$ cat src/rtl/ps2_host_tx.sv
// ps2_host_tx: PS/2 host-to-device byte transmitter.
// Inhibits the bus, issues request-to-send, then shifts start/d0..d7/parity/stop
// on device clock falls and checks the device ACK on fall 11.
// Optional watchdog: define PS2_TX_TIMEOUT_EN to abort a stalled frame after
// TIMEOUT_CYCLES clk cycles without a device clock fall.
module ps2_host_tx #(
  parameter int INHIBIT_CYCLES = 5000,
  parameter int TIMEOUT_CYCLES = 1000000
) (
  input  logic       clk,
  input  logic       reset,
  input  logic [7:0] tx_data,
  input  logic       tx_start,
  input  logic       ps2c_in,
  input  logic       ps2d_in,
  output logic       ps2c_oe,
  output logic       ps2d_oe,
  output logic       busy,
  output logic       tx_done,
  output logic       tx_err
);

  localparam int INH_W = $clog2(INHIBIT_CYCLES + 1);

  typedef enum logic [2:0] {IDLE, INHIBIT, RTS, SEND, WAIT_IDLE} state_t;

  state_t             state, state_n;
  logic [2:0]         c_sync;   // [1] synced clock, [2] previous synced clock
  logic [1:0]         d_sync;   // [1] synced data
  logic               c_s, d_s, fall;
  logic [9:0]         frame, frame_n;     // {stop, parity, d7..d0}, shifted out LSB first
  logic [3:0]         bit_cnt, bit_cnt_n; // device falls seen, 0..11
  logic [INH_W-1:0]   inh_cnt, inh_cnt_n;
  logic               ack, ack_n;         // 1 = device pulled data low on fall 11
  logic               c_oe_n, d_oe_n, done_n, err_n;

  assign c_s  = c_sync[1];
  assign d_s  = d_sync[1];
  assign fall = c_sync[2] & ~c_sync[1];
  assign busy = (state != IDLE);

  // Two-flop synchronisers on the raw pins plus clock history for edge detect.
  always_ff @(posedge clk or posedge reset) begin
    if (reset) begin
      c_sync <= 3'b111;
      d_sync <= 2'b11;
    end else begin
      c_sync <= {c_sync[1:0], ps2c_in};
      d_sync <= {d_sync[0], ps2d_in};
    end
  end

`ifdef PS2_TX_TIMEOUT_EN
  localparam int WD_W = $clog2(TIMEOUT_CYCLES + 1);
  logic [WD_W-1:0] wd, wd_n;

  // Watchdog count of cycles since the last device clock fall.
  always_ff @(posedge clk or posedge reset) begin
    if (reset) wd <= '0;
    else       wd <= wd_n;
  end
`else
  logic unused_timeout;
  assign unused_timeout = (TIMEOUT_CYCLES > 0);
`endif

  // State, datapath and registered pin/pulse outputs.
  always_ff @(posedge clk or posedge reset) begin
    if (reset) begin
      state   <= IDLE;
      frame   <= '0;
      bit_cnt <= '0;
      inh_cnt <= '0;
      ack     <= 1'b0;
      ps2c_oe <= 1'b0;
      ps2d_oe <= 1'b0;
      tx_done <= 1'b0;
      tx_err  <= 1'b0;
    end else begin
      state   <= state_n;
      frame   <= frame_n;
      bit_cnt <= bit_cnt_n;
      inh_cnt <= inh_cnt_n;
      ack     <= ack_n;
      ps2c_oe <= c_oe_n;
      ps2d_oe <= d_oe_n;
      tx_done <= done_n;
      tx_err  <= err_n;
    end
  end

  // Next-state logic; pin enables are computed for the state being entered.
  always_comb begin
    state_n   = state;
    frame_n   = frame;
    bit_cnt_n = bit_cnt;
    inh_cnt_n = inh_cnt;
    ack_n     = ack;
    c_oe_n    = 1'b0;
    d_oe_n    = 1'b0;
    done_n    = 1'b0;
    err_n     = 1'b0;
`ifdef PS2_TX_TIMEOUT_EN
    wd_n      = wd;
`endif
    unique case (state)
      IDLE: begin
        if (tx_start) begin
          frame_n   = {1'b1, ~^tx_data, tx_data};
          bit_cnt_n = '0;
          inh_cnt_n = '0;
          ack_n     = 1'b0;
          state_n   = INHIBIT;
          c_oe_n    = 1'b1;
        end
      end
      INHIBIT: begin
        c_oe_n = 1'b1;
        if (inh_cnt == INH_W'(INHIBIT_CYCLES - 1)) begin
          state_n = RTS;
          d_oe_n  = 1'b1;
        end else begin
          inh_cnt_n = inh_cnt + 1'b1;
        end
      end
      RTS: begin
        // Release clock, keep data low: start bit is on the line.
        state_n = SEND;
        d_oe_n  = 1'b1;
`ifdef PS2_TX_TIMEOUT_EN
        wd_n    = '0;
`endif
      end
      SEND: begin
        d_oe_n = ps2d_oe;
        if (fall) begin
          if (bit_cnt < 4'd10) begin
            d_oe_n    = ~frame[0];
            frame_n   = {1'b1, frame[9:1]};
            bit_cnt_n = bit_cnt + 4'd1;
          end else begin
            bit_cnt_n = 4'd11;
            ack_n     = ~d_s;
            d_oe_n    = 1'b0;
            state_n   = WAIT_IDLE;
          end
        end
      end
      WAIT_IDLE: begin
        if (c_s && d_s) begin
          state_n = IDLE;
          done_n  = ack;
          err_n   = ~ack;
        end
      end
      default: state_n = IDLE;
    endcase
`ifdef PS2_TX_TIMEOUT_EN
    // A completing frame wins over a coincident timeout.
    if (state == SEND || state == WAIT_IDLE) begin
      if (fall) begin
        wd_n = '0;
      end else if (wd == WD_W'(TIMEOUT_CYCLES - 1)) begin
        if (state_n != IDLE) begin
          state_n = IDLE;
          c_oe_n  = 1'b0;
          d_oe_n  = 1'b0;
          err_n   = 1'b1;
        end
      end else begin
        wd_n = wd + 1'b1;
      end
    end
`endif
  end

endmodule

$ cat config.mk
export PLATFORM = sky130hd
export DESIGN_NAME = ps2_host_tx
export DESIGN_NICKNAME = d
export VERILOG_FILES = /design/src/rtl/ps2_host_tx.sv
export SDC_FILE = /design/constraint.sdc
export NUM_CORES = 1
export LEC_CHECK = 0
export ABC_AREA = 1
export CORE_MARGIN = 4
export CORE_UTILIZATION = 60
export DETAILED_ROUTE_END_ITERATION = 8
export PLACE_DENSITY = 0.79
export SLEW_MARGIN = 15
export SYNTH_ARGS = -nofsm -noshare
export SYNTH_HDL_FRONTEND = slang
export SYNTH_SLANG_ARGS = --single-unit
$ cat constraint.sdc
create_clock -name clk -period 2.4 [get_ports clk]
set_input_delay 0.48 -clock clk [delete_from_list [all_inputs] [get_ports clk]]
set_output_delay 0.48 -clock clk [all_outputs]
set_load 0.02 [all_outputs]
==> results of run 1 <==
[cell type report]
cell class,count,area share
repair buffers,18,0.0696
inverters,43,0.0642
flip-flops and latches,40,0.395
well taps,46,0.0226
clock buffers,6,0.0324
clock inverters,2,0.0152
multi-input cells,217,0.401
[power by group through the flow]
stage / Sequential (W) / Combinational (W) / Clock, W
floorplan: 0.00105 / 0.00111 / 0
global placement: 0.00108 / 0.00126 / 0
detailed placement: 0.00109 / 0.00129 / 0
CTS: 0.00107 / 0.00130 / 0.000586
global route: 0.00111 / 0.00146 / 0.000620
finish: 0.00108 / 0.00130 / 0.000576
[sequential cells by signal (all words and copies together), names as in the netlist, 2 cells and up]
signal	cells
bit_cnt	4
c_sync	3
d_sync	2
frame	10
inh_cnt	13
state	3
[through the flow]
stage	hold slack [ns]	instance area, um^2
global route	0.362	2550
global placement	0.347	2430
floorplan	0.345	2240
finish	0.358	2550
CTS	0.359	2550
detailed placement	0.347	2430
[kinds of logic after synthesis]
| kind of cell | after synthesis | share of synthesized area |
|---|---|---|
| simple gates | 177 | 0.337 |
| xor+xnor | 5 | 0.0196 |
| compound gates | 33 | 0.0900 |
| flops | 40 | 0.450 |
| fa+ha+maj | 2 | 0.0112 |
| buf+inv | 47 | 0.0923 |
[cells in the final DEF (no fill, tap or decap)]
cell | netlist | layout
sky130_fd_sc_hd__clkbuf_8 | 0 | 6
sky130_fd_sc_hd__nor3_1 | 2 | 2
sky130_fd_sc_hd__nand2_2 | 7 | 7
sky130_fd_sc_hd__ha_1 | 2 | 2
sky130_fd_sc_hd__xor2_1 | 3 | 3
sky130_fd_sc_hd__dfstp_2 | 5 | 5
sky130_fd_sc_hd__o21ai_1 | 6 | 6
sky130_fd_sc_hd__nand2_4 | 2 | 2
sky130_fd_sc_hd__xnor2_1 | 2 | 2
sky130_fd_sc_hd__nand4_1 | 4 | 4
sky130_fd_sc_hd__nor2_1 | 28 | 28
sky130_fd_sc_hd__inv_1 | 36 | 36
sky130_fd_sc_hd__inv_4 | 1 | 1
sky130_fd_sc_hd__bufinv_16 | 0 | 1
sky130_fd_sc_hd__dfrtp_1 | 35 | 35
sky130_fd_sc_hd__clkinv_4 | 0 | 1
sky130_fd_sc_hd__nand2_1 | 112 | 112
sky130_fd_sc_hd__o21ai_0 | 16 | 16
sky130_fd_sc_hd__a21oi_1 | 1 | 1
sky130_fd_sc_hd__o21ai_2 | 9 | 9
sky130_fd_sc_hd__nand3_1 | 16 | 16
sky130_fd_sc_hd__o21bai_1 | 1 | 1
sky130_fd_sc_hd__nor2_2 | 2 | 2
sky130_fd_sc_hd__nor2_4 | 1 | 1
sky130_fd_sc_hd__or2_2 | 1 | 1
sky130_fd_sc_hd__nand3_2 | 1 | 1
sky130_fd_sc_hd__clkdlybuf4s50_1 | 0 | 17
sky130_fd_sc_hd__inv_2 | 6 | 6
sky130_fd_sc_hd__or2_1 | 1 | 1
sky130_fd_sc_hd__buf_4 | 1 | 1
[final timing paths]
| kind | from | endpoint | slack (ns) | cells after the start |
|---|---|---|---|---|
| worst max-delay path | state[0] | busy | 0.26 | 3 |
| worst min-delay path | c_sync[0] | c_sync[1] | 0.36 | 0 |
| worst max register to register | state[0] | frame[4] | 0.66 | 8 |
| worst min register to register | c_sync[0] | c_sync[1] | 0.36 | 0 |
| max in group asynchronous | reset | d_sync[1] | 1.42 | 3 |
| min in group asynchronous | reset | frame[1] | 0.61 | 3 |
[worst max-delay path, delay by kind of cell, from the launching register on]
kind | cells | cell delay, ns
buffers and inverters | 1 | 0.55
flip-flops | 1 | 0.48
AND/OR/NAND/NOR | 2 | 0.34
[per-layer routing]
metal  vias up  routed length [um]  share of wire
met1       842                2080           0.47
li1        982                   -              -
met3         7                 192          0.044
met4         0                  56          0.013
met5         -                   0              0
met2        46                2050           0.47
==> reports/qor.yml, run 1 <==
status:
  outcome: "complete, no violations"
pwr:
  internal_power_w: 0.00168
  leakagePower_nw: 1.33
  vdd_ir_drop_max_mv: 0.646
  power.density_nw_per_um2: 1160
  power_frac_clock: 0.195
  p_seq_frac: 0.365
  power.share.combinational: 0.440
  sum_of_internal_switching_and_leakage_power_w: 0.00295
  switching_share: 0.432
  psw_w: 0.00128
hold_path:
  min_path_type: "reg -> reg"
layout:
  multiInputGateArea_um2: 1020
  post_layout_nonfiller_instances: 372
  fillerInstances: 270
  layout.core_utilization: 0.736
  antenna_diode_count: 0
  fin_nets: 340
  area.sequential_um2: 1010
  area_growth_pct: 14.0
  layout-drive-gt1-share: 0.135
drt:
  post_drt_via_cell_ratio: 5.05
  drt-total-wl_um: 4370
  via_count: 1877
  drt_pre_antenna_iters: 4
  drt_iter0_drc: 102
  drt_drc_violations_left: 0
  wl_per_cell_um: 11.8
  postRouteAntennaNets: 0
logic_synthesis:
  part_of_the_yosys_area_used_for_sequential_elements: 0.450
  synthesis.area_per_instance_um2: 7.36
  netlist_instances: 304
  synth.net_count: 319
  synth_edf_count: 0
  synth_top_cell_by_area: "sky130_fd_sc_hd__dfrtp_1"
  leading_cell_types_by_count_after_synthesis: "sky130_fd_sc_hd__nand2_1, sky130_fd_sc_hd__inv_1, sky130_fd_sc_hd__dfrtp_1"
  synthTopCellsByArea: "sky130_fd_sc_hd__dfrtp_1, sky130_fd_sc_hd__nand2_1, sky130_fd_sc_hd__inv_1, sky130_fd_sc_hd__dfstp_2, sky130_fd_sc_hd__nor2_1"
  ys_ff_latch: 40
  async_reset_ff_frac: 1.00
  synth_top_area_share: 0.391
  netlist-cell-type-count: 29
  synthesis.yosys.warnings: 0
  mappedNetlistArea_um2: 2240
  synth_flop_cell: "sky130_fd_sc_hd__dfrtp_1"
  synth.most_common_cell: "sky130_fd_sc_hd__nand2_1"
grt:
  grtUsageTotal: 0.201
  grt_util_met1: 0.259
  global_route.peak_usage_layer: "met2"
  grt_pass1_vias: 1806
  grt_max_degree: 41
  grt_first_pass_wirelength_um: 7870
  grt_util_met3: 0.0451
  grt_antenna_before_repair: 0
  grt_overflow: 0
  met2_usage: 0.337
placed_design:
  gp_congestion: 0.860
  pre_cts_slack_ns: 0.596
  buffers_added_on_ports: 17
  dpl.hpwl_um: 3110
  cells_after_dpl: 364
sta:
  setup_violations: 0
  fin_worst_skew_ns: 0.00707
  timing_worst_slew_pin_value_ns: 0.533
  grt_setup_unrepaired: "no"
  final_critical_path_share_of_the_clock_period: 0.892
  fmaxAchievable_mhz: 467
  fin_crit_ns: 2.14
  relSlewSlack: 0.645
  final.setup.worst_slack_ns: 0.260
  totalNegativeSetupSlack_ns: 0
  finalHoldViolCount: 0
  slew_viol_final: 0
clocking:
  postCtsSetupBuffers: 0
  tritoncts: "yes"
  clock_sink_count: 40
  root_buffer: "sky130_fd_sc_hd__clkbuf_8"
  clock_insertion_delay_worst_skew_ns: 0.29
  cts.htree.levels: 2
  cts.clk_slew.worst_paths_ns: 0.08
  cts.hold.buffers_added: 0
  max-clock-path-buffers: 2
  numCtsBuffers: 5
  cts_resized: 0
die:
  design.core.area_um2: 3470
  floorplan.die.height_um: 69.1
  floorplan_die_area_um2: 4770
  fp.dieW_um: 69.1
  std_cell_rows: 21
  initial_core_util: 0.645
  io_pins: 18
setup_path:
  crit_required_ns: 1.92
  critical_path.slowest_cell: "sky130_fd_sc_hd__clkdlybuf4s50_1"
  worst-path-max-fanout: 7
  path_cells: "nor2_1, nand2_1, clkdlybuf4s50_1"
  critPathLaunchType: "flop"
  worstPathArrival_ns: 1.66
  timing.critical_path.to_type: "output port"
  critPathKind: "reg -> out"
  worst_path_largest_cell_delay_ns: 0.55
flow_run:
  maxCapViolCount: 0
Note: power is estimated with default switching activity, not from simulation.
==> run 2, diff against run 1 <==
CAP_MARGIN = 20   (was not set)
CORE_ASPECT_RATIO = 0.9   (was not set)
==> reports/qor.yml, run 2 (synthesis results as in run 1) <==
layout:
  largest_reg_flops: 13  # unchanged
  fillerInstances: 269  # -0.37%
  layout-drive-gt1-share: 0.135  # unchanged
  antenna_diode_count: 0  # unchanged
  post_layout_nonfiller_instances: 370  # -0.54%
  layout.core_utilization: 0.723  # -0.0125
  biggestRegsByFlops: "inh_cnt x13, frame x10, bit_cnt x4"
  fin_nets: 340  # unchanged
  leading_cell_type_in_the_layout_fill_and_taps_excluded: "sky130_fd_sc_hd__nand2_1"
  area_growth_pct: 12.4
  largest_register: "inh_cnt"
  final_cell_mix: "sky130_fd_sc_hd__nand2_1, sky130_fd_sc_hd__inv_1, sky130_fd_sc_hd__dfrtp_1, sky130_fd_sc_hd__nor2_1, sky130_fd_sc_hd__clkdlybuf4s50_1"
clocking:
  max-clock-path-buffers: 2  # unchanged
  root_buffer: "sky130_fd_sc_hd__clkbuf_8"
  cts.clk_slew.worst_paths_ns: 0.08  # about the same
  numCtsBuffers: 5  # unchanged
  clock_insertion_delay_worst_skew_ns: 0.29  # about the same
  cts_resized: 0  # unchanged
  cts.htree.levels: 2  # unchanged
  tritoncts: "yes"
  clock_sink_count: 40  # unchanged
  postCtsSetupBuffers: 0  # unchanged
  cts.hold.buffers_added: 0  # unchanged
setup_path:
  timing.critical_path.to_type: "output port"
  crit_required_ns: 1.92  # about the same
  launching_point_of_the_worst_reg2reg_path: "state[2]"
  worstPathArrival_ns: 1.66  # about the same
  reg2regPathDepth: 7  # -1
  rrSetupSlack_ns: 0.68  # +0.02 ns
  worst_path_dominant_cell_family: "buffers and inverters"
  critPathLaunchType: "flop"
  critical_path_buf_inv_count: 1  # unchanged
  critical_path.slowest_cell: "sky130_fd_sc_hd__clkdlybuf4s50_1"
  critPathKind: "reg -> out"
  worst-path-max-fanout: 7  # unchanged
  worst_path_largest_cell_delay_ns: 0.55  # about the same
  crit-reg2reg-capture: "frame[9]"
  path_cells: "nor2_1, nand2_1, clkdlybuf4s50_1"
  critical_path.startpoint: "state[0]"
status:
  outcome: "complete, no violations"
drt:
  postRouteAntennaNets: 0  # unchanged
  drt_iter0_drc: 130  # +27%
  post_drt_via_cell_ratio: 5.08  # +0.75%
  drt_pre_antenna_iters: 4  # unchanged
  drt_drc_violations_left: 0  # unchanged
  wl_per_cell_um: 11.1  # -5.5%
  drt-total-wl_um: 4110  # -6.0%
  via_count: 1881  # +0.21%
sta:
  grt_setup_unrepaired: "no"
  final_critical_path_share_of_the_clock_period: 0.892  # about the same
  relSlewSlack: 0.624  # -0.0202
  timing_worst_slew_pin_value_ns: 0.563  # +0.0304 ns
  totalNegativeSetupSlack_ns: 0  # unchanged
  slew_viol_final: 0  # unchanged
  fin_crit_ns: 2.14  # +0.000282 ns
  fmaxAchievable_mhz: 467  # about the same
  setup_violations: 0  # unchanged
  fin_worst_skew_ns: 0.00894  # +0.00188 ns
  finalHoldViolCount: 0  # unchanged
  whs_ns: 0.358  # +0.000486 ns
die:
  floorplan_die_area_um2: 4770  # about the same
  io_pins: 18  # unchanged
  design.core.area_um2: 3480  # +0.29%
  std_cell_rows: 20  # -4.8%
  fp.dieW_um: 72.4  # +4.8%
  floorplan.die.height_um: 65.9  # -4.5%
  initial_core_util: 0.643  # -0.00186
placed_design:
  buffers_added_on_ports: 17  # unchanged
  gp_congestion: 0.894  # +3.9%
  dpl.hpwl_um: 3020  # -2.9%
  cells_after_dpl: 362  # -0.55%
grt:
  grt_antenna_before_repair: 0  # unchanged
  grt_pass1_vias: 1735  # -3.9%
  grt_max_degree: 41  # unchanged
  grtUsageTotal: 0.195  # -0.00656
  grt_overflow: 0  # unchanged
  grt_first_pass_wirelength_um: 7300  # -7.3%
hold_path:
  timing.hold.worst_path_depth: 0  # unchanged
  worstHoldEndpoint: "d_sync[1]"
  min-delay-start: "d_sync[0]"
  min_path_type: "reg -> reg"
flow_run:
  maxCapViolCount: 0  # unchanged
pwr:
  power.density_nw_per_um2: 1120  # -3.6%
  leakagePower_nw: 1.32  # -1.0%
  vdd_ir_drop_max_mv: 0.706  # +9.3%
[run 2: cell count changes in the layout (fill, tap and decap cells not counted), sizes merged]
cell    before  now
clkbuf       6    5
bufinv       1    0
clkinv       1    3
[run 2: area by class of cell]
type | instances | area (um^2) | area share
clock inverter | 3 | 18.8 | 0.00746
timing repair buffer | 18 | 178 | 0.0706
inverter | 43 | 164 | 0.0652
sequential | 40 | 1010 | 0.400
clock buffer | 5 | 68.8 | 0.0274
tap | 44 | 55.1 | 0.0219
multi-input combinational | 217 | 1020 | 0.407
[run 2: routing by layer]
| layer | global-route usage | share of wire | wire length (um) |
|---|---|---|---|
| met2 | 0.302 | 0.43 | 1770 |
| met1 | 0.266 | 0.50 | 2060 |
| met3 | 0.0486 | 0.050 | 204 |
| met4 | 0.0634 | 0.018 | 72 |
| met5 | 0 | 0 | 0 |
[run 2: worst max-delay path by stage]
stage                          end  cells past startpoint
after floorplan           frame[1]                     11
after global placement    frame[9]                      8
after detailed placement      busy                      3
after CTS                     busy                      3
after global routing          busy                      3
final                         busy                      3
[run 2: worst reg2reg max path, delay by kind of cell (launching register included)]
kind	cells	cell delay (ns)
AO/OA/AOI/OAI	1	0.26
buffers and inverters	3	0.27
flip-flops	1	0.47
AND/OR/NAND/NOR	3	0.61
[run 2: power breakdown]
group / internal (W) / switching, W
sequential: 0.000895 / 0.000178
clock: 0.000203 / 0.000237
combinational: 0.000442 / 0.000851
[run 2: per-stage QoR]
stage	worst slack (ns)	total power (W)	instance area (um^2)
after CTS	0.251	0.00282	2510
after floorplan	0.918	0.00216	2240
after global routing	0.172	0.00306	2510
after detailed placement	0.585	0.00237	2430
after global placement	0.643	0.00234	2430
final	0.260	0.00281	2510
==> run 3, diff against run 2 <==
ABC_AREA = not set   (was 1)
PLACE_DENSITY = 0.8   (was 0.79)
==> reports/qor.yml, run 3 <==
status:
  outcome: "complete, no violations"
drt:
  drt_pre_antenna_iters: 4  # unchanged
  drt_drc_violations_left: 0  # unchanged
  via_count: 1536  # -18%
  post_drt_via_cell_ratio: 5.84  # +15%
  wl_per_cell_um: 14.6  # +31%
  postRouteAntennaNets: 0  # unchanged
  drt-total-wl_um: 3830  # -6.9%
  drt_iter0_drc: 95  # -27%
clocking:
  cts_resized: 0  # unchanged
  numCtsBuffers: 5  # unchanged
  tritoncts: "yes"
  cts.hold.buffers_added: 0  # unchanged
  clock_sink_count: 40  # unchanged
  cts.clk_slew.worst_paths_ns: 0.12  # +0.04 ns
  max-clock-path-buffers: 2  # unchanged
  clock_insertion_delay_worst_skew_ns: 0.36  # +0.07 ns
  root_buffer: "sky130_fd_sc_hd__clkbuf_4"
  postCtsSetupBuffers: 0  # unchanged
  cts.htree.levels: 2  # unchanged
sta:
  relSlewSlack: 0.551  # -0.0734
  finalHoldViolCount: 0  # unchanged
  grt_setup_unrepaired: "no"
  fin_worst_skew_ns: 0.0155  # +0.00660 ns
  setup_violations: 0  # unchanged
  fmaxAchievable_mhz: 434  # -7.0%
  totalNegativeSetupSlack_ns: 0  # unchanged
  fin_crit_ns: 2.30  # +0.161 ns
  slew_viol_final: 0  # unchanged
  timing_worst_slew_pin_value_ns: 0.667  # +0.104 ns
  final_critical_path_share_of_the_clock_period: 0.959  # +0.0673
layout:
  area.sequential_um2: 1010  # unchanged
  fin_nets: 235  # -31%
  fillerInstances: 245  # -8.9%
  antenna_diode_count: 0  # unchanged
  design_area_um2: 2230  # -11%
  biggestRegsByFlops: "inh_cnt x13, frame x10, bit_cnt x4"
  multiInputGateArea_um2: 892  # -13%
  leading_cell_type_in_the_layout_fill_and_taps_excluded: "sky130_fd_sc_hd__dfrtp_1"
  layout-drive-gt1-share: 0.0950  # -0.0399
  largest_reg_flops: 13  # unchanged
  largest_register: "inh_cnt"
  final_cell_mix: "sky130_fd_sc_hd__dfrtp_1, sky130_fd_sc_hd__nor2_1, sky130_fd_sc_hd__o21ai_0, sky130_fd_sc_hd__clkdlybuf4s50_1"
  area_growth_pct: 14.0
logic_synthesis:
  synth_edf_count: 0  # unchanged
  async_reset_ff_frac: 1.00  # unchanged
  synth_top_area_share: 0.448  # +0.0566
  part_of_the_yosys_area_used_for_sequential_elements: 0.515  # +0.0651
  synth.most_common_cell: "sky130_fd_sc_hd__dfrtp_1"
  synth_top_cell_by_area: "sky130_fd_sc_hd__dfrtp_1"
  ys_ff_latch: 40  # unchanged
  netlist-cell-type-count: 38  # +31%
  synthesis.area_per_instance_um2: 9.77  # +33%
  synthesis.yosys.warnings: 0  # unchanged
  synthTopCellsByArea: "sky130_fd_sc_hd__dfrtp_1, sky130_fd_sc_hd__dfstp_2, sky130_fd_sc_hd__mux2i_1, sky130_fd_sc_hd__o21ai_0, sky130_fd_sc_hd__nor2_1"
  netlist_instances: 200  # -34%
  synth_flop_cell: "sky130_fd_sc_hd__dfrtp_1"
  mappedNetlistArea_um2: 1950  # -13%
  leading_cell_types_by_count_after_synthesis: "sky130_fd_sc_hd__dfrtp_1, sky130_fd_sc_hd__nor2_1, sky130_fd_sc_hd__o21ai_0"
  synth.net_count: 215  # -33%
grt:
  grt_antenna_before_repair: 0  # unchanged
  grtUsageTotal: 0.205  # +0.0104
  grt_max_degree: 41  # unchanged
  grt_first_pass_wirelength_um: 6660  # -8.8%
  grt_overflow: 0  # unchanged
  grt_pass1_vias: 1557  # -10%
setup_path:
  worstPathArrival_ns: 1.82  # +0.16 ns
  timing.critical_path.to_type: "output port"
  worst-path-max-fanout: 10  # +3
  critPathLaunchType: "flop"
  crit_required_ns: 1.92  # about the same
  critPathKind: "reg -> out"
  reg2regPathDepth: 5  # -2
pwr:
  leakagePower_nw: 0.928  # -29%
  power.density_nw_per_um2: 774  # -31%
  sum_of_internal_switching_and_leakage_power_w: 0.00173  # -39%
  vdd_ir_drop_max_mv: 0.874  # +24%
die:
  std_cell_rows: 19  # -5.0%
  floorplan.die.height_um: 62.1  # -5.7%
  design.core.area_um2: 3090  # -11%
  initial_core_util: 0.632  # -0.0108
  fp.dieW_um: 68.2  # -5.8%
  floorplan_die_area_um2: 4240  # -11%
  io_pins: 18  # unchanged
hold_path:
  timing.hold.worst_path_depth: 0  # unchanged
  min_path_type: "reg -> reg"
placed_design:
  gp_congestion: 0.919  # +2.8%
  buffers_added_on_ports: 17  # unchanged
  placedInstanceArea_um2: 2180  # -10%
  dpl.hpwl_um: 2750  # -8.7%
flow_run:
  maxCapViolCount: 0  # unchanged
-- run 3: cell count changes after synthesis, sizes merged, moves of 4 or more --
cell	before	now
xnor2	2	8
nand3	17	7
a31oi	0	5
a21oi	1	15
o21ai	31	20
clkbuf	1	7
nor4	0	4
nor2	31	25
inv	43	5
nand2	121	15
mux2i	0	11
a22o	0	4
nor3	2	6
-- run 3: per-stage QoR --
step / util / hold WS [ns] / worst slack, ns / cells
detailed placement: 0.705 / 0.348 / 0.351 / 255
floorplan: - / 0.345 / 0.444 / 200
finish: 0.721 / 0.363 / 0.0982 / 263
global placement: 0.705 / 0.347 / 0.416 / 255
CTS: 0.721 / 0.364 / 0.104 / 263
global route: 0.721 / 0.366 / 0.00568 / 263
-- run 3: routing by layer --
metal / vias up / GRT usage / routed length (um)
met4: 0 / 0.0844 / 73
met3: 6 / 0.0685 / 153
li1: 758 / - / -
met5: - / 0 / 0
met1: 748 / 0.269 / 1780
met2: 24 / 0.308 / 1820
-- run 3: path summary, 6_finish.rpt --
check | startpoint | slack [ns] | end
max in group asynchronous | reset | 1.51 | c_sync[2]
worst max-delay path | state[1] | 0.1 | busy
worst min-delay path | c_sync[0] | 0.36 | c_sync[1]
min in group asynchronous | reset | 0.53 | frame[8]
worst max register to register | inh_cnt[3] | 0.33 | inh_cnt[7]
worst min register to register | c_sync[0] | 0.36 | c_sync[1]
-- run 3: layout make-up --
type	instances	share of cell area
clock buffer	7	0.0202
clock inverter	1	0.00225
inverter	5	0.00842
multi-input combinational	146	0.400
sequential	40	0.452
tap	42	0.0236
timing repair buffer	22	0.0932
-- run 3: critical path: stages (launching register included) --
cell and delay [ns]:
sky130_fd_sc_hd__dfrtp_1 0.50, sky130_fd_sc_hd__nor3_1 0.28, sky130_fd_sc_hd__inv_1 0.12, sky130_fd_sc_hd__clkdlybuf4s50_1 0.56
-- run 3: report_power, final --
part	switching [W]	internal [W]	total, W	leakage [nW]
clock network	0.000212	0.000114	0.000326	0.0293
logic	0.000204	0.000203	0.000407	0.415
registers	0.000153	0.000839	0.000992	0.484
total	0.000569	0.00116	0.00173	0.928
-- run 3: kinds of logic (layout without fill, tap and decap cells) --
| logic type | after synthesis | count (layout) | synth area share |
|---|---|---|---|
| flops | 40 | 40 | 0.515 |
| compound gates | 54 | 54 | 0.165 |
| buf+inv | 14 | 35 | 0.0282 |
| fa+ha+maj | 2 | 2 | 0.0128 |
| xor+xnor | 10 | 10 | 0.0448 |
| mux | 11 | 11 | 0.0563 |
| simple gates | 69 | 69 | 0.177 |
